[config.mk]
export PLATFORM = sky130hd
export DESIGN_NAME = nibble_fifo_ctrl
export DESIGN_NICKNAME = d
export VERILOG_FILES = /design/src/rtl/nibble_fifo_ctrl.sv
export SDC_FILE = /design/constraint.sdc
export NUM_CORES = 1
export LEC_CHECK = 0
export BUFFER_PORTS_ARGS = -buffer_cell sky130_fd_sc_hd__buf_2
export CAP_MARGIN = 40
export CORE_MARGIN = 3
export CORE_UTILIZATION = 35
export DETAILED_ROUTE_END_ITERATION = 12
export HOLD_SLACK_MARGIN = 0.03
export PLACE_DENSITY_LB_ADDON = 0.25
export REMOVE_ABC_BUFFERS = 1
export SLEW_MARGIN = 10
export SYNTH_ARGS = -nofsm -noshare
export SYNTH_HDL_FRONTEND = slang
export SYNTH_SLANG_ARGS = --single-unit
[constraint.sdc]
create_clock -name CLK -period 3.35 [get_ports CLK]
set_clock_uncertainty 0.15 [all_clocks]
set_input_delay 0.1675 -clock CLK [delete_from_list [all_inputs] [get_ports CLK]]
set_output_delay 0.1675 -clock CLK [all_outputs]
set_load 0.005 [all_outputs]
[src/rtl/nibble_fifo_ctrl.sv]
// FIFO controller driving both ports of an external 4096x4 dual-port RAM.
// Port A writes and port B reads; read data returns one cycle after the accepted read.
module nibble_fifo_ctrl #(
  parameter int ADDR_WIDTH    = 12,
  parameter int DATA_WIDTH    = 4,
  parameter int AFULL_THRESH  = 4092,
  parameter int AEMPTY_THRESH = 4
) (
  input  logic                  CLK,
  input  logic                  RST_N,
  input  logic                  FLUSH,
  input  logic                  WR_EN,
  input  logic [DATA_WIDTH-1:0] WR_DATA,
  input  logic                  RD_EN,
  output logic [DATA_WIDTH-1:0] RD_DATA,
  output logic                  RD_VALID,
  output logic                  FULL,
  output logic                  EMPTY,
  output logic                  ALMOST_FULL,
  output logic                  ALMOST_EMPTY,
  output logic [ADDR_WIDTH:0]   COUNT,
  output logic                  OVERFLOW,
  output logic                  UNDERFLOW,
  output logic [ADDR_WIDTH-1:0] RAM_ADDRA,
  output logic [ADDR_WIDTH-1:0] RAM_ADDRB,
  output logic [DATA_WIDTH-1:0] RAM_DIA,
  output logic                  RAM_ENA,
  output logic                  RAM_WEA,
  output logic                  RAM_SSRA,
  output logic                  RAM_ENB,
  output logic                  RAM_WEB,
  output logic                  RAM_SSRB,
  input  logic [DATA_WIDTH-1:0] RAM_DOB
);
  localparam logic [ADDR_WIDTH:0] DEPTH  = (ADDR_WIDTH+1)'(1 << ADDR_WIDTH);
  localparam logic [ADDR_WIDTH:0] AFULL  = (ADDR_WIDTH+1)'(AFULL_THRESH);
  localparam logic [ADDR_WIDTH:0] AEMPTY = (ADDR_WIDTH+1)'(AEMPTY_THRESH);

  logic [ADDR_WIDTH:0] r_wr_ptr, r_rd_ptr, r_count;
  logic                r_full, r_empty, r_afull, r_aempty;
  logic                r_rd_valid, r_ovf, r_unf;
  logic                w_wr_acc, w_rd_acc;
  logic [ADDR_WIDTH:0] w_count_nxt;

  // Full/empty gating keeps both ports off the same address in any one cycle.
  assign w_wr_acc    = WR_EN & ~r_full  & ~FLUSH;
  assign w_rd_acc    = RD_EN & ~r_empty & ~FLUSH;
  assign w_count_nxt = r_count + {{ADDR_WIDTH{1'b0}}, w_wr_acc}
                               - {{ADDR_WIDTH{1'b0}}, w_rd_acc};

  // RAM enables drop while in reset so an async reset never disturbs contents.
  assign RAM_ENA   = w_wr_acc & RST_N;
  assign RAM_WEA   = w_wr_acc & RST_N;
  assign RAM_ADDRA = r_wr_ptr[ADDR_WIDTH-1:0];
  assign RAM_DIA   = WR_DATA;
  assign RAM_SSRA  = 1'b0;
  assign RAM_ENB   = (w_rd_acc | FLUSH) & RST_N;
  assign RAM_ADDRB = r_rd_ptr[ADDR_WIDTH-1:0];
  assign RAM_WEB   = 1'b0;
  assign RAM_SSRB  = FLUSH;

  assign RD_DATA      = RAM_DOB;
  assign RD_VALID     = r_rd_valid;
  assign COUNT        = r_count;
  assign FULL         = r_full;
  assign EMPTY        = r_empty;
  assign ALMOST_FULL  = r_afull;
  assign ALMOST_EMPTY = r_aempty;
  assign OVERFLOW     = r_ovf;
  assign UNDERFLOW    = r_unf;

  always_ff @(posedge CLK or negedge RST_N) begin
    if (!RST_N) begin
      r_wr_ptr   <= '0;
      r_rd_ptr   <= '0;
      r_count    <= '0;
      r_full     <= 1'b0;
      r_empty    <= 1'b1;
      r_afull    <= 1'b0;
      r_aempty   <= 1'b1;
      r_rd_valid <= 1'b0;
      r_ovf      <= 1'b0;
      r_unf      <= 1'b0;
    end else if (FLUSH) begin
      r_wr_ptr   <= '0;
      r_rd_ptr   <= '0;
      r_count    <= '0;
      r_full     <= 1'b0;
      r_empty    <= 1'b1;
      r_afull    <= 1'b0;
      r_aempty   <= 1'b1;
      r_rd_valid <= 1'b0;
      r_ovf      <= 1'b0;
      r_unf      <= 1'b0;
    end else begin
      // Wrap bit is the pointer MSB; it toggles as the address rolls past the top.
      r_wr_ptr   <= r_wr_ptr + {{ADDR_WIDTH{1'b0}}, w_wr_acc};
      r_rd_ptr   <= r_rd_ptr + {{ADDR_WIDTH{1'b0}}, w_rd_acc};
      r_count    <= w_count_nxt;
      r_full     <= (w_count_nxt == DEPTH);
      r_empty    <= (w_count_nxt == '0);
      r_afull    <= (w_count_nxt >= AFULL);
      r_aempty   <= (w_count_nxt <= AEMPTY);
      r_rd_valid <= w_rd_acc;
      r_ovf      <= WR_EN & r_full;
      r_unf      <= RD_EN & r_empty;
    end
  end
endmodule

==> metrics.txt <==
CORE AREA around 7000 sq um; crit path cell chain nor3b_2 -> inv_1 -> ha_1 -> inv_2 -> ha_4 -> fa_2 -> a21o_1 -> a221oi_4 -> buf_6 -> xor2_4 -> nand3_2 -> nor4_2 -> and2_1; die area approximately 8600 sq um; crit path kind register to register; Routed WL approximately 6000 microns; RSZ-0062 raised after global routing no; slowest stage delay, CP between 0.4 and 0.5 ns; first-pass detailed-route iteration total 4; FP Rows 30; CP top delay family adder cells; Synth area leader dfrtp_1; Yosys warning count 0; CP max stage cell dfrtp_1; # Max-Cap Violations 0; critical path capture point type register; initial antenna violation count 0; Hold Crit Class input pin to register; CTS tree yes; Peak VDD IR about 0.40 mV; Unique masters post-synth 48; number of global-route vias before repair 2049; clock slew at reported path FFs approximately 0.09 ns; Critical Path RT around 3.4 ns; fill count 700; crit start category register; Gate Count Post-Synth 277; n_diodes 0; Vias per Instance a little under 5; status completed; EDFF count, synth 0; port bufs 52; largest net degree at the start of global routing 30; commonest non-fill, non-tap cells in the layout buf_2, dfrtp_1, nor2_1; clk buf depth 2; max-slew violations 0; num ports 71; power density over cell area a little under 900 nW/um^2; period utilization a little over nine tenths; DR vias 2095; Layout Nets between 300 and 400; Clock Sinks 44; Placement Setup Slack -0.0264 ns; CTS Buf Count 5; setup ws final between 0.2 and 0.25 ns; WP data arrival around 3.2 ns; Initial Util 37.3%; # H-tree levels 2; area of the mapped netlist 2620 sq um; Avg WL per Cell 14.1 microns; Post-synth top flop dfrtp_1; CP Buf/Inv Count 3; synthesis-to-layout area growth 21.2%; top post-synthesis cells by area dfrtp_1, ha_1, xor2_1, nor2_1, buf_4; Iter 0 DRT Violations 70; Final setup viols 0; Cell Count, Final, Fillers Out 427; Syn Area/Cell ~9.5 sq um; largest fanout on the critical path 4; ys async rst share 100%; Seq/Total Area, Yosys a little over two fifths; DP Wirelength about 4500 microns; leakage about 0.0016 uW; Final Hold Fails 0; gpl congestion ~0.83; flops & latches, synth 44; CTS root buffer clkbuf_8; FMAX between 300 and 400 MHz; # DRC 0; Die X roughly 90 microns; worst-skew pair later-pin latency roughly 0.3 ns; Tmin final between 3 and 4 ns; gr usage total around 14%; Min Hold Slack 0.142 ns; chip height between 90 and 100 microns; gr ovfl total 0; first-pass GRT wire length ~10000 microns; ANT nets after route 0; fraction of layout cells with a size suffix above 1 between 20% and 30%; placed instance count roughly 410; Synth top area share between 40% and 50%; most common cell after layout, fill and taps aside buf_2
metrics by stage:
step	utilization [%]	area [sq um]	power [uW]	TNS (ns)
after floorplan	-	2500	1770	0
after global placement	41.8	2940	2200	0
after detailed placement	41.8	2940	2200	-0.0264
after CTS	44.2	3100	2710	0
after global routing	45.2	3170	3080	0
final	45.2	3170	2830	0
kinds of logic (layout without fill, tap and decap cells):
group / Yosys count / in the layout / synth area share [%]
AND/OR/NAND/NOR: 108 / 108 / 20.7
AO/OA/AOI/OAI: 45 / 45 / 12.1
flip-flops: 44 / 44 / 42.1
buffers and inverters: 36 / 89 / 7.02
XOR/XNOR: 24 / 24 / 8.60
adder cells (fa/ha/maj): 18 / 18 / 8.89
other: 1 / 2 / 0.143
multiplexers: 1 / 1 / 0.382
sequential cells by signal, indices dropped and copies added (netlist names):
signal,flops
COUNT,13
r_rd_ptr,12
r_wr_ptr,12
ALMOST_EMPTY,1
ALMOST_FULL,1
EMPTY,1
FULL,1
OVERFLOW,1
RD_VALID,1
UNDERFLOW,1
layout make-up:
class	instances	area (sq um)	area share (%)
Inverter	17	63.8	2.01
Clock buffer	6	72.6	2.29
Sequential cell	44	1100	34.8
Multi-Input combinational cell	198	1390	43.8
Tap cell	96	120	3.79
Clock inverter	2	60.1	1.89
Timing Repair Buffer	64	362	11.4
worst min-delay path, cell delays in order:
cell and delay (ns):
buf_2 0.14, buf_4 0.19, nor2_1 0.06
repair_timing:
| item | CTS | global route |
|---|---|---|
| endpoints found under the setup margin | 1 | 4 |
| hold buffers | 3 | 0 |
| setup buffers | 0 | 2 |
| gates resized for setup | 1 | 10 |
| hold endpoints to repair | 21 | 0 |
| pin swaps | 0 | 8 |
worst paths after layout:
| path | from | cells past startpoint | endpoint | slack (ns) |
|---|---|---|---|---|
| worst max-delay path | FULL | 13 | FULL | 0.21 |
| worst min-delay path | FLUSH | 3 | COUNT[8] | 0.14 |
| worst max register to register | FULL | 13 | FULL | 0.21 |
| worst min register to register | r_rd_ptr[11] | 2 | r_rd_ptr[11] | 0.40 |
| max in group asynchronous | RST_N | 3 | ALMOST_EMPTY | 2.05 |
| min in group asynchronous | RST_N | 2 | OVERFLOW | 0.23 |
layer usage:
metal  vias up  global-route usage [%]  wire [microns]
met3         5                    3.90             305
met4         0                    4.46              68
li1       1037                       -               -
met1      1006                    19.4            2860
met2        47                    22.9            2770
met5         -                       0               0
cells in the mapped netlist (all sizes together) (6+ instances only):
| master | number |
|---|---|
| xor2 | 16 |
| nand2 | 22 |
| o21ai | 11 |
| a21oi | 16 |
| nor2b | 7 |
| inv | 17 |
| nor2 | 26 |
| and2 | 8 |
| nand3 | 14 |
| buf | 14 |
| or3 | 6 |
| xnor2 | 8 |
| dfrtp | 42 |
| ha | 17 |
where the power goes:
group,internal (uW),switching (uW)
Combinational,736,962
Sequential,603,49.8
Clock,298,186
Note: power is estimated with default switching activity, not from simulation.
